==> src/rtl/bram_arbiter.sv <==
// bram_arbiter: three-requester BRAM arbiter (cpu/dma round-robin, aging prefetch)
// with a one-cycle issue stage and an in-order read tag FIFO for return routing.
module bram_arbiter #(
    parameter int ADDR_W    = 13,
    parameter int DATA_W    = 32,
    parameter int PF_AGE    = 16,
    parameter int TAG_DEPTH = 16
) (
    input  logic              clk,
    input  logic              rst_n,
    input  logic              cpu_req,
    input  logic              cpu_wr,
    input  logic [ADDR_W-1:0] cpu_addr,
    input  logic [DATA_W-1:0] cpu_wdata,
    input  logic              dma_req,
    input  logic              dma_wr,
    input  logic [ADDR_W-1:0] dma_addr,
    input  logic [DATA_W-1:0] dma_wdata,
    input  logic              pf_req,
    input  logic              pf_wr,
    input  logic [ADDR_W-1:0] pf_addr,
    input  logic [DATA_W-1:0] pf_wdata,
    output logic              cpu_gnt,
    output logic              dma_gnt,
    output logic              pf_gnt,
    output logic              cpu_rvalid,
    output logic              dma_rvalid,
    output logic              pf_rvalid,
    output logic [DATA_W-1:0] rdata,
    output logic              bram_in_valid,
    output logic              bram_wr,
    output logic [ADDR_W-1:0] bram_addr,
    output logic [DATA_W-1:0] bram_di,
    output logic              bram_sel,
    input  logic              bram_rvalid,
    input  logic [DATA_W-1:0] bram_do,
    output logic              err_orphan
);
    localparam int TW    = $clog2(TAG_DEPTH);
    localparam int CW    = $clog2(TAG_DEPTH + 1);
    localparam int AGE_W = $clog2(PF_AGE + 1);

    typedef enum logic [1:0] {ID_CPU, ID_DMA, ID_PF} id_t;

    logic              last_grant;
    logic [AGE_W-1:0]  pf_age;
    id_t               tags [TAG_DEPTH];
    logic [TW-1:0]     wr_ptr, rd_ptr;
    logic [CW-1:0]     count;
    logic              pop, push, can_read, any_gnt;
    logic              cpu_ok, dma_ok, pf_ok, pf_prom;
    logic              g_wr;
    logic [ADDR_W-1:0] g_addr;
    logic [DATA_W-1:0] g_data;
    id_t               g_id, head;

    // a pop in the same cycle frees a slot, so a read may push even at full
    assign pop      = bram_rvalid && count != '0;
    assign can_read = count != CW'(TAG_DEPTH) || pop;
    assign cpu_ok   = cpu_req && (cpu_wr || can_read);
    assign dma_ok   = dma_req && (dma_wr || can_read);
    assign pf_ok    = pf_req && (pf_wr || can_read);
    assign pf_prom  = pf_age >= AGE_W'(PF_AGE);

    always_comb begin
        cpu_gnt = 1'b0;
        dma_gnt = 1'b0;
        pf_gnt  = 1'b0;
        if (rst_n) begin
            if (pf_ok && pf_prom)
                pf_gnt = 1'b1;
            else if (cpu_ok && (!dma_ok || !last_grant))
                cpu_gnt = 1'b1;
            else if (dma_ok)
                dma_gnt = 1'b1;
            else if (pf_ok)
                pf_gnt = 1'b1;
        end
    end

    assign any_gnt = cpu_gnt || dma_gnt || pf_gnt;
    assign g_wr    = cpu_gnt ? cpu_wr : dma_gnt ? dma_wr : pf_wr;
    assign g_addr  = cpu_gnt ? cpu_addr : dma_gnt ? dma_addr : pf_addr;
    assign g_data  = cpu_gnt ? cpu_wdata : dma_gnt ? dma_wdata : pf_wdata;
    assign g_id    = cpu_gnt ? ID_CPU : dma_gnt ? ID_DMA : ID_PF;
    assign push    = any_gnt && !g_wr;

    assign head       = tags[rd_ptr];
    assign cpu_rvalid = pop && head == ID_CPU;
    assign dma_rvalid = pop && head == ID_DMA;
    assign pf_rvalid  = pop && head == ID_PF;
    assign rdata      = bram_do;

    always_ff @(posedge clk) begin
        if (push)
            tags[wr_ptr] <= g_id;
    end

    always_ff @(posedge clk or negedge rst_n) begin
        if (!rst_n) begin
            last_grant    <= 1'b0;
            pf_age        <= '0;
            wr_ptr        <= '0;
            rd_ptr        <= '0;
            count         <= '0;
            err_orphan    <= 1'b0;
            bram_in_valid <= 1'b0;
            bram_wr       <= 1'b0;
            bram_addr     <= '0;
            bram_di       <= '0;
            bram_sel      <= 1'b0;
        end else begin
            if (cpu_gnt || dma_gnt)
                last_grant <= cpu_gnt;
            if (!pf_req || pf_gnt)
                pf_age <= '0;
            else if (pf_age != '1)
                pf_age <= pf_age + 1'b1;
            if (push)
                wr_ptr <= (wr_ptr == TW'(TAG_DEPTH - 1)) ? '0 : wr_ptr + 1'b1;
            if (pop)
                rd_ptr <= (rd_ptr == TW'(TAG_DEPTH - 1)) ? '0 : rd_ptr + 1'b1;
            count <= count + CW'(push) - CW'(pop);
            if (bram_rvalid && count == '0)
                err_orphan <= 1'b1;
            bram_in_valid <= any_gnt;
            bram_sel      <= cpu_gnt;
            if (any_gnt) begin
                bram_wr   <= g_wr;
                bram_addr <= g_addr;
                bram_di   <= g_data;
            end
        end
    end
endmodule

==> config.mk <==
export PLATFORM = sky130hd
export DESIGN_NAME = bram_arbiter
export DESIGN_NICKNAME = d
export VERILOG_FILES = /design/src/rtl/bram_arbiter.sv
export SDC_FILE = /design/constraint.sdc
export NUM_CORES = 1
export LEC_CHECK = 0
export BUFFER_PORTS_ARGS = -buffer_cell sky130_fd_sc_hd__buf_4
export CAP_MARGIN = 5
export CORE_MARGIN = 1.5
export CORE_UTILIZATION = 48
export DETAILED_ROUTE_END_ITERATION = 7
export PLACE_DENSITY = 0.82
export SYNTH_ARGS = -nofsm -noshare
export SYNTH_HDL_FRONTEND = slang
export SYNTH_SLANG_ARGS = --single-unit
==> constraint.sdc <==
create_clock -name clk -period 4.5 [get_ports clk]
set_input_delay 0.45 -clock clk [delete_from_list [all_inputs] [get_ports clk]]
set_output_delay 0.45 -clock clk [all_outputs]
set_load 0.01 [all_outputs]
==> reports/summary.txt, run 1 <==
TritonCTS Sinks = 100
Total Wirelength = 17,400 µm
CTS tree = built
detailed placer's ending HPWL = 12,800 µm
# rows = 39
Post-Synthesis Cells = 591
critical path capture point type = flip-flop
Setup-failing EPs final = 0
Final #Nets = 922
leading area contributor after synthesis = dfrtp_1
worst slew pin tran = 1.13 ns
Synth top cells by count = nand3b_1, o21ai_0, dfrtp_1
Hold WC Path Type = primary input to asynchronous set/reset pin
Power, Total = 3.19 mW
Max clock buf depth = 2
most common cell in the netlist = nand3b_1
core area = 11,600 µm²
Boundary Pins = 263
Pre-Repair DR Iteration Count = 5
remaining antenna violation count = 0
EDFF count, synth = 32
Worst VDD drop = 187 µV
Bufs and invs on worst path = 3
Max FO, Critical Path = 13
Hold WS = 0.0526 ns
CP top delay family = compound AO/OA/AOI/OAI gates
Cell variety after synth = 51
synthesized flop and latch total = 100
Crit Path Category = flip-flop to flip-flop
Clock H-tree levels = 3
Yosys warnings = 0
RSZ-0062 raised after global routing = no
largest net degree at the start of global routing = 50
vias per inst = 5.88
Avg Cell Area, Syn = 9.80 µm²
Initial DRC Count = 394
Hold Vio Cnt, Final = 0
Wirelength per Cell = 19.8 µm
Die H = 113 µm
slowest stage delay, CP = 0.47 ns
static leakage = 3.19 nW
Post-CTS Hold Buffers = 0
Setup WS pre-CTS = 0.871 ns
CTS Root Cell = clkbuf_16
first-pass GRT wire length = 26,600 µm
final cycle utilization of the critical path = 0.819
Netlist Area Pre-Place = 5790 µm²
Max-cap violations = 0
Startpoint Class = flip-flop
n_diodes = 0
register area share after synthesis = 0.460
Worst slew margin = 0.243
share of layout cells above drive strength 1 = 0.336
Synth Net Count = 781
Total GRT Usage = 0.274
asr flop ratio synth = 0.680
crit-path most repeated cell = ha_1
via count = 5,171
antenna violations before repair = 0
crit path time final = 3.69 ns
data arrival time of the worst path = 3.96 ns
pwr dens = 429 nW/µm²
status = finished clean
setup ws final = 0.815 ns
CP max stage cell = or3b_4
die footprint = 12,700 µm²
vias in the first global route = 4,979
clock-pin slew on the worst setup and hold paths = 0.07 ns
Gates resized, CTS repair = 0
gr ovfl total = 0
DRC viols = 0
CTS Buf Count = 9
Top FF cell, synth = dfrtp_1
ranking of synthesized cells by area = dfrtp_1, edfxtp_1, nand3b_1
crit-path cells = inv_1, ha_1, or3b_4, o311ai_2, o211a_1, o211a_2, inv_2, ha_1, inv_1, ha_1, fa_1, a21oi_1, nor2_1, nor2_1, xnor2_1
CP required = 4.77 ns
RD Place Congestion = 0.917
Clock Skews = 0.0108 ns
Slew Limit Fails = 0
total setup buffers inserted after CTS = 0
worst skew pair latency = 0.35 ns
PortBufs = 198
Horiz. Die Dim = 113 µm
synth-to-layout area growth = 28.1%
share of the synthesized area in the top cell type = 0.294
Peak Freq = 0.271 GHz
TNS Setup = 0 ns
Initial Utilization = 0.499
==> final timing paths <==
check,from,cells past startpoint,endpoint,slack (ns)
worst max-delay path,count[3],15,count[4],0.81
worst min-delay path,rst_n,1,bram_addr[2],0.05
worst max register to register,count[3],15,count[4],0.81
worst min register to register,err_orphan,1,err_orphan,0.46
max in group asynchronous,rst_n,2,bram_di[22],3.52
min in group clk,bram_rvalid,2,err_orphan,0.32
==> through the flow <==
step / util / std cells / instance area [µm²]
4_1_cts: 0.639 / 880 / 7420
3_3_place_gp: 0.612 / 864 / 7100
5_1_grt: 0.639 / 880 / 7420
6_report: 0.639 / 880 / 7420
3_5_place_dp: 0.612 / 864 / 7100
2_1_floorplan: - / 591 / 5790
==> cell type report <==
class	instances	area, µm²
Clock inverter	6	86.3
Sequential cell	100	2660
Clock buffer	10	229
Inverter	14	52.6
Timing Repair Buffer	208	1560
Tap cell	143	179
Multi-Input combinational cell	399	2650
Fill cell	969	4200
==> power breakdown <==
part	internal (mW)	total, mW	switching [mW]
Sequential	1.11	1.28	0.175
Clock	0.487	0.827	0.339
Combinational	0.539	1.07	0.535
Total	2.14	3.19	1.05
==> registers in the layout, indices dropped and copies added, names as in the netlist <==
register,count
bram_di,32
rd_ptr,4
wr_ptr,4
last_grant,1
bram_addr,13
pf_age,5
bram_sel,1
bram_wr,1
err_orphan,1
count,5
tags,32
bram_in_valid,1
==> worst reg2reg max path, delay by kind of cell, from the launching register on <==
family	cells	cell delay, ns
AOI/OAI and AO/OA	4	1.15
xor gates and xnor gates	1	0.13
adders and majority gates	4	1.05
buffers and inverters	3	0.25
DFF	1	0.40
and+or+nand+nor	3	0.64
==> cell families (layout without fill, tap and decap cells) <==
group,count (synthesis),in the layout,share of synthesized area
AND/OR/NAND/NOR,194,194,0.200
multiplexers,14,14,0.0462
buffers and inverters,92,238,0.0860
flip-flops,100,100,0.460
XOR/XNOR,9,9,0.0136
AO/OA/AOI/OAI,168,168,0.163
adder cells (fa/ha/maj),14,14,0.0315
==> metal layers <==
layer,vias up,wire length (µm),global-route usage
li1,2372,-,-
met1,2534,6750,0.344
met2,232,8570,0.444
met3,33,1580,0.0846
met4,0,494,0.109
met5,-,0,0
==> layout by cell type (no fill, tap or decap), types with 4 or more instances in the layout <==
cell type	n
a21o_1	4
nor2_1	15
nand3b_1	90
xor2_1	4
a21oi_1	50
o21ai_1	9
clkbuf_16	9
xnor2_1	5
dfrtp_1	68
nor3_1	7
mux4_2	10
edfxtp_1	32
buf_4	208
ha_1	13
nand2_1	55
inv_1	12
o21ai_0	85
and3_1	9
Power figures use the tool's default switching activity.
==> run 2, diff against run 1 <==
--- a/config.mk
+++ b/config.mk
@@ -8,9 +8,9 @@
 export BUFFER_PORTS_ARGS = -buffer_cell sky130_fd_sc_hd__buf_4
 export CAP_MARGIN = 5
 export CORE_MARGIN = 1.5
-export CORE_UTILIZATION = 48
+export CORE_UTILIZATION = 43
 export DETAILED_ROUTE_END_ITERATION = 7
-export PLACE_DENSITY = 0.82
+export PLACE_DENSITY = 0.77
 export SYNTH_ARGS = -nofsm -noshare
 export SYNTH_HDL_FRONTEND = slang
 export SYNTH_SLANG_ARGS = --single-unit
==> constraint.sdc (replaced) <==
create_clock -name clk -period 3.11 [get_ports clk]
set_input_delay 0.311 -clock clk [delete_from_list [all_inputs] [get_ports clk]]
set_output_delay 0.311 -clock clk [all_outputs]
set_load 0.01 [all_outputs]
==> run 2 against run 1 <==
Net effect: the run now ends with negative setup slack left; flip-flop and latch count is the same; worst hold slack gained 0.015 ns; first-iteration DRC count shrank 5.1%; die area grew 11%; routed wire length grew 5.6%; non-clock buffer count grew 19; critical endpoint unchanged; largest cell class is now multi-input combinational cells.
==> reports/summary.txt, run 2 (synthesized netlist as in run 1, its figures left out) <==
status = complete, but fails checks (was finished clean)
failing checks = negative setup slack
commonest cells after routing, fill and taps aside = buf_4, nand3b_1, o21ai_0, dfrtp_1, nand2_1 (unchanged)
Combinational Power Share = 0.367 (was 0.337)
worst slew pin tran = 0.664 ns (was 1.13 ns)
largest net degree at the start of global routing = 50 (unchanged)
final cycle utilization of the critical path = 1.00 (was 0.819)
clock-pin slew on the worst setup and hold paths = 0.07 ns (about the same)
CTS Root Cell = clkbuf_16 (unchanged)
R2R Path Start = count[2] (was count[3])
remaining antenna violation count = 0 (unchanged)
critical path launch point = count[2] (was count[3])
critical path capture point type = flip-flop (unchanged)
TritonCTS Sinks = 100 (unchanged)
Startpoint Class = flip-flop (unchanged)
Post-CTS Hold Buffers = 0 (unchanged)
first-pass GRT wire length = 28,400 µm (was 26,600 µm)
internal power = 3.13 mW (was 2.14 mW)
Worst VDD drop = 256 µV (was 187 µV)
gr ovfl total = 0 (unchanged)
RD Place Congestion = 0.875 (was 0.917)
RSZ-0062 raised after global routing = yes (was no)
Die H = 119 µm (was 113 µm)
pwr dens = 615 nW/µm² (was 429 nW/µm²)
CP required = 3.38 ns (was 4.77 ns)
Top Registers = bram_di x32, tags x32, bram_addr x13 (unchanged)
Max-cap violations = 0 (unchanged)
RR Endpoint = count[4] (unchanged)
Hold Vio Cnt, Final = 0 (unchanged)
# rows = 42 (was 39)
Wirelength per Cell = 19.7 µm (was 19.8 µm)
R2R cell count = 15 (unchanged)
Crit Path Category = flip-flop to flip-flop (unchanged)
Max clock buf depth = 2 (unchanged)
Reg power frac = 0.394 (was 0.403)
crit-path cells = inv_2, ha_1, or3b_4, o31a_2, o211a_1, o211a_4, inv_4, ha_4, inv_2, ha_4, fa_2, a21oi_2, nor2_1, nor2_1, xnor2_1 (was inv_1, ha_1, or3b_4, o311ai_2, o211a_1, o211a_2, inv_2, ha_1, inv_1, ha_1, fa_1, a21oi_1, nor2_1, nor2_1, xnor2_1)
Worst slew margin = 0.557 (was 0.243)
commonest non-fill, non-tap cell in the layout = buf_4 (unchanged)
Total Wirelength = 18,400 µm (was 17,400 µm)
detailed placer's ending HPWL = 13,200 µm (was 12,800 µm)
worst skew pair latency = 0.34 ns (was 0.35 ns)
vias in the first global route = 5,391 (was 4,979)
Boundary Pins = 263 (unchanged)
critical path capture point = count[4] (unchanged)
Hold WC Path Type = primary input to asynchronous set/reset pin (unchanged)
Power, Total = 4.72 mW (was 3.19 mW)
Clock Skews = 0.00572 ns (was 0.0108 ns)
Hold WS = 0.0674 ns (was 0.0526 ns)
crit path time final = 3.12 ns (was 3.69 ns)
Setup-failing EPs final = 1 (was 0)
core area = 13,200 µm² (was 11,600 µm²)
n_diodes = 0 (unchanged)
Total GRT Usage = 0.258 (was 0.274)
setup ws final = -0.0141 ns (was 0.815 ns)
data arrival time of the worst path = 3.39 ns (was 3.96 ns)
Clock H-tree levels = 3 (unchanged)
Clock Power Share = 0.238 (was 0.260)
static leakage = 3.29 nW (was 3.19 nW)
Max FO, Critical Path = 6 (was 13)
via count = 5,245 (was 5,171)
Slew Limit Fails = 0 (unchanged)
CP max stage cell = or3b_4 (unchanged)
slowest stage delay, CP = 0.44 ns (was 0.47 ns)
vias per inst = 5.63 (was 5.88)
DP Area = 7270 µm² (was 7100 µm²)
Final #Nets = 941 (was 922)
Initial Utilization = 0.439 (was 0.499)
final instance area = 7680 µm² (was 7420 µm²)
antenna violations before repair = 0 (unchanged)
die footprint = 14,200 µm² (was 12,700 µm²)
Net Sw Frac = 0.337 (was 0.330)
CTS Buf Count = 9 (unchanged)
Peak Freq = 0.320 GHz (was 0.271 GHz)
Horiz. Die Dim = 119 µm (was 113 µm)
switching power total = 1.59 mW (was 1.05 mW)
share of layout cells above drive strength 1 = 0.364 (was 0.336)
synth-to-layout area growth = 32.6% (was 28.1%)
Pre-Repair DR Iteration Count = 5 (unchanged)
Initial DRC Count = 374 (was 394)
R2R setup slack = -0.01 ns (was 0.81 ns)
CTS tree = built (unchanged)
DRC viols = 0 (unchanged)
PortBufs = 198 (unchanged)
## run 2: how the worst min path moves through the flow
stage	endpoint
2_1_floorplan	bram_addr[0]
3_3_place_gp	rd_ptr[2]
3_5_place_dp	rd_ptr[3]
4_1_cts	err_orphan
5_1_grt	err_orphan
6_report	err_orphan
## run 2: timing repair
item / in CTS / in global routing
setup endpoints to repair: 2 / 19
gates resized for setup: 6 / 8
buffers inserted: 3 / 4
pin swaps: 3 / 5
endpoints found under the hold margin: 0 / 0
## run 2: cell type report
class	instances	area [µm²]
fillers	1148	5510
multi-input cells	399	2730
flip-flops and latches	100	2660
repair buffers	227	1720
clock buffers	11	243
well taps	176	220
inverters	14	55.1
clock inverters	5	51.3
## run 2: power groups by stage
stage / logic (mW) / registers (mW) / clock network (mW)
floorplan: 1.03 / 1.81 / 0
global placement: 1.56 / 1.86 / 0
detailed placement: 1.63 / 1.88 / 0
CTS: 1.69 / 1.85 / 1.14
global route: 1.89 / 1.90 / 1.19
finish: 1.73 / 1.86 / 1.13
## run 2: worst max-delay path, delay by kind of cell (launching register included)
| kind | cells | cell delay [ns] |
|---|---|---|
| adders and majority gates | 4 | 0.76 |
| AOI/OAI and AO/OA | 4 | 0.99 |
| buffers and inverters | 3 | 0.17 |
| and+or+nand+nor | 3 | 0.61 |
| DFF | 1 | 0.40 |
| xor gates and xnor gates | 1 | 0.13 |
## run 2: metal layers
| layer | global-route usage | wire [µm] | vias to the layer above |
|---|---|---|---|
| met5 | 0 | 0 | - |
| met4 | 0.0881 | 371 | 0 |
| met2 | 0.464 | 9720 | 225 |
| li1 | - | - | 2415 |
| met3 | 0.0867 | 1590 | 29 |
| met1 | 0.284 | 6680 | 2576 |
## run 2: per-stage QoR
step	worst slack (ns)	instances	util	setup TNS (ns)
6_report	-0.0141	932	0.582	-0.0141
4_1_cts	-0.0721	928	0.577	-0.0721
3_3_place_gp	0.0489	909	0.551	0
2_1_floorplan	-0.00673	591	-	-0.00673
5_1_grt	-0.131	932	0.582	-0.149
3_5_place_dp	-0.114	909	0.551	-0.121
==> run 3, diff against run 2 <==
--- a/config.mk
+++ b/config.mk
@@ -5,12 +5,14 @@
 export SDC_FILE = /design/constraint.sdc
 export NUM_CORES = 1
 export LEC_CHECK = 0
+export ABC_AREA = 1
 export BUFFER_PORTS_ARGS = -buffer_cell sky130_fd_sc_hd__buf_4
 export CAP_MARGIN = 5
 export CORE_MARGIN = 1.5
 export CORE_UTILIZATION = 43
 export DETAILED_ROUTE_END_ITERATION = 7
 export PLACE_DENSITY = 0.77
+export SKIP_CTS_REPAIR_TIMING = 1
 export SYNTH_ARGS = -nofsm -noshare
 export SYNTH_HDL_FRONTEND = slang
 export SYNTH_SLANG_ARGS = --single-unit
==> run 3 against run 2 <==
Net effect: the run now ends clean; final area fell by 0.88%; combinational power grew 9.8%; sequential share of layout area increased by 0.31 points; setup slack better by 0.12 ns; sequential power hardly changed; global-route usage down 3.9 points; routed wire length is 17% lower; flip-flop and latch count stayed put; total power up 5.0%; synthesized cell count up 27%; critical endpoint unchanged; largest cell class is now flip-flops and latches.
==> reports/summary.txt, run 3 <==
status = finished clean (was complete, but fails checks)
data arrival time of the worst path = 3.26 ns (was 3.39 ns)
die footprint = 14,200 µm² (about the same)
Cell variety after synth = 33 (was 51)
RD Place Congestion = 0.838 (was 0.875)
Total Wirelength = 15,300 µm (was 18,400 µm)
leading area contributor after synthesis = dfrtp_1 (unchanged)
first-pass GRT wire length = 24,800 µm (was 28,400 µm)
Final #Nets = 1,101 (was 941)
Hold Vio Cnt, Final = 0 (unchanged)
Netlist Area Pre-Place = 5790 µm² (about the same)
synthesized flop and latch total = 100 (unchanged)
Post-Synthesis Cells = 749 (was 591)
CP required = 3.38 ns (about the same)
Clock H-tree levels = 3 (unchanged)
Crit Path Category = flip-flop to flip-flop (unchanged)
pwr dens = 651 nW/µm² (was 615 nW/µm²)
Avg Cell Area, Syn = 7.73 µm² (was 9.80 µm²)
Final Non-Filler Cells = 1,092 (was 932)
CTS Buf Count = 9 (unchanged)
R2R cell count = 21 (was 15)
final instance area = 7610 µm² (was 7680 µm²)
Setup-failing EPs final = 0 (was 1)
Layout fillers = 1,159 (was 1,148)
Peak Freq = 0.333 GHz (was 0.320 GHz)
Top Registers = bram_di x32, tags x32, bram_addr x13 (unchanged)
TritonCTS Sinks = 100 (unchanged)
TNS Setup = 0 ns (was -0.0141 ns)
Top FF cell, synth = dfrtp_1 (unchanged)
gr ovfl total = 0 (unchanged)
CTS Root Cell = clkbuf_16 (unchanged)
static leakage = 3.91 nW (was 3.29 nW)
Clock Skews = 0.00530 ns (was 0.00572 ns)
asr flop ratio synth = 0.680 (unchanged)
# rows = 42 (unchanged)
Boundary Pins = 263 (unchanged)
Setup WS pre-CTS = 0.0133 ns (was -0.114 ns)
synth-to-layout area growth = 31.5% (was 32.6%)
Max-cap violations = 0 (unchanged)
vias in the first global route = 5,132 (was 5,391)
core area = 13,200 µm² (unchanged)
Initial DRC Count = 256 (was 374)
antenna violations before repair = 0 (unchanged)
area of the multi-input gates = 2640 µm² (was 2730 µm²)
clock-pin slew on the worst setup and hold paths = 0.07 ns (about the same)
Synth top cells by count = nand2_1, nor2_1, dfrtp_1 (was nand3b_1, o21ai_0, dfrtp_1)
flip-flop and latch area = 2660 µm² (unchanged)
Yosys warnings = 0 (unchanged)
crit path time final = 3.00 ns (was 3.12 ns)
share of layout cells above drive strength 1 = 0.303 (was 0.364)
Max clock buf depth = 2 (unchanged)
Wirelength per Cell = 14.0 µm (was 19.7 µm)
RR Endpoint = count[4] (unchanged)
DP Cell Count = 1,073 (was 909)
commonest cells after routing, fill and taps aside = nand2_1, buf_4, nor2_1, dfrtp_1, nand3_1 (was buf_4, nand3b_1, o21ai_0, dfrtp_1, nand2_1)
Initial Utilization = 0.439 (about the same)
Synth Net Count = 939 (was 781)
critical path capture point type = flip-flop (unchanged)
worst slew pin tran = 0.903 ns (was 0.664 ns)
DRC viols = 0 (unchanged)
Die H = 119 µm (about the same)
Startpoint Class = flip-flop (unchanged)
detailed placer's ending HPWL = 11,200 µm (was 13,200 µm)
most common cell in the netlist = nand2_1 (was nand3b_1)
R2R Path Start = count[3] (was count[2])
EDFF count, synth = 32 (unchanged)
R2R setup slack = 0.11 ns (was -0.01 ns)
n_diodes = 0 (unchanged)
setup ws final = 0.111 ns (was -0.0141 ns)
via count = 5,275 (was 5,245)
remaining antenna violation count = 0 (unchanged)
CTS tree = built (unchanged)
largest net degree at the start of global routing = 92 (was 50)
PortBufs = 198 (unchanged)
share of the synthesized area in the top cell type = 0.294 (about the same)
Total GRT Usage = 0.219 (was 0.258)
worst skew pair latency = 0.34 ns (about the same)
final cycle utilization of the critical path = 0.964 (was 1.00)
Slew Limit Fails = 0 (unchanged)
commonest non-fill, non-tap cell in the layout = nand2_1 (was buf_4)
register area share after synthesis = 0.460 (about the same)
Horiz. Die Dim = 119 µm (about the same)
Hold WC Path Type = primary input to asynchronous set/reset pin (unchanged)
DP Area = 7180 µm² (was 7270 µm²)
Worst VDD drop = 301 µV (was 256 µV)
Max FO, Critical Path = 4 (was 6)
vias per inst = 4.83 (was 5.63)
Finished Core Util = 0.577 (was 0.582)
Pre-Repair DR Iteration Count = 6 (was 5)
ranking of synthesized cells by area = dfrtp_1, nand2_1, edfxtp_1 (was dfrtp_1, edfxtp_1, nand3b_1)
Worst slew margin = 0.398 (was 0.557)
[run 3: cell types whose count changed after synthesis, sizes merged, moves of 7 or more]
cell,previous run,this run
inv,14,31
mux4,10,0
nor2,15,133
nand2,56,275
or2,0,7
o21ai,94,23
buf,49,60
nand3b,90,0
a21oi,50,8
and3,10,1
nand3,1,66
clkbuf,29,5
[run 3: cell families after synthesis]
group / count (synthesis) / share of synthesized area
AO/OA/AOI/OAI: 42 / 0.0419
XOR/XNOR: 8 / 0.0121
adder cells (fa/ha/maj): 14 / 0.0316
buffers and inverters: 98 / 0.0994
flip-flops: 100 / 0.460
AND/OR/NAND/NOR: 487 / 0.355
[run 3: cell type report]
cell class / count / share of cell area
clock inverters: 6 / 0.0117
repair buffers: 216 / 0.216
multi-input cells: 551 / 0.347
well taps: 176 / 0.0289
flip-flops and latches: 100 / 0.350
clock buffers: 10 / 0.0301
inverters: 33 / 0.0166
[run 3: how the worst max path moves through the flow]
stage                        start       end  slack [ns]  cells past startpoint
after floorplan           count[3]  count[4]        0.03                     20
after global placement    count[3]  count[4]        0.13                     21
after detailed placement  count[3]  count[4]        0.01                     21
after CTS                 count[3]  count[4]       -0.02                     21
after global routing      count[3]  count[4]       -0.07                     21
final                     count[3]  count[4]        0.11                     21
[run 3: worst max-delay path, stage by stage, from the launching register on]
cell,delay [ns]
dfrtp_1,0.40
inv_2,0.09
ha_4,0.16
nand2_4,0.05
nor2_4,0.16
nand3_2,0.09
nand2_2,0.09
inv_2,0.04
nand2_4,0.11
inv_4,0.05
nand2_4,0.08
nor2_2,0.05
a21oi_4,0.13
nand2_2,0.10
ha_4,0.27
inv_2,0.04
ha_4,0.15
fa_2,0.40
a21oi_2,0.15
nor2_1,0.05
nor2_1,0.12
xor2_1,0.15
[run 3: where the power goes]
part	switching, mW	leakage (nW)	internal [mW]	total, mW
sequential	0.237	1.12	1.63	1.87
clock	0.482	0.149	0.705	1.19
combinational	1.06	2.64	0.844	1.90
total	1.77	3.91	3.18	4.96
[run 3: through the flow]
step | power (mW) | hold WS (ns)
final | 4.96 | 0.000891
after global routing | 5.31 | 0.0192
after CTS | 4.90 | 0.00145
after floorplan | 3.00 | 0.0154
after global placement | 3.66 | 0.380
after detailed placement | 3.70 | 0.369
[run 3: per-layer routing]
| metal | track usage | up-vias | part of all wire |
|---|---|---|---|
| met4 | 0.0873 | 0 | 0.023 |
| met3 | 0.0589 | 25 | 0.077 |
| li1 | - | 2655 | - |
| met1 | 0.258 | 2412 | 0.40 |
| met5 | 0 | - | 0 |
| met2 | 0.378 | 183 | 0.50 |
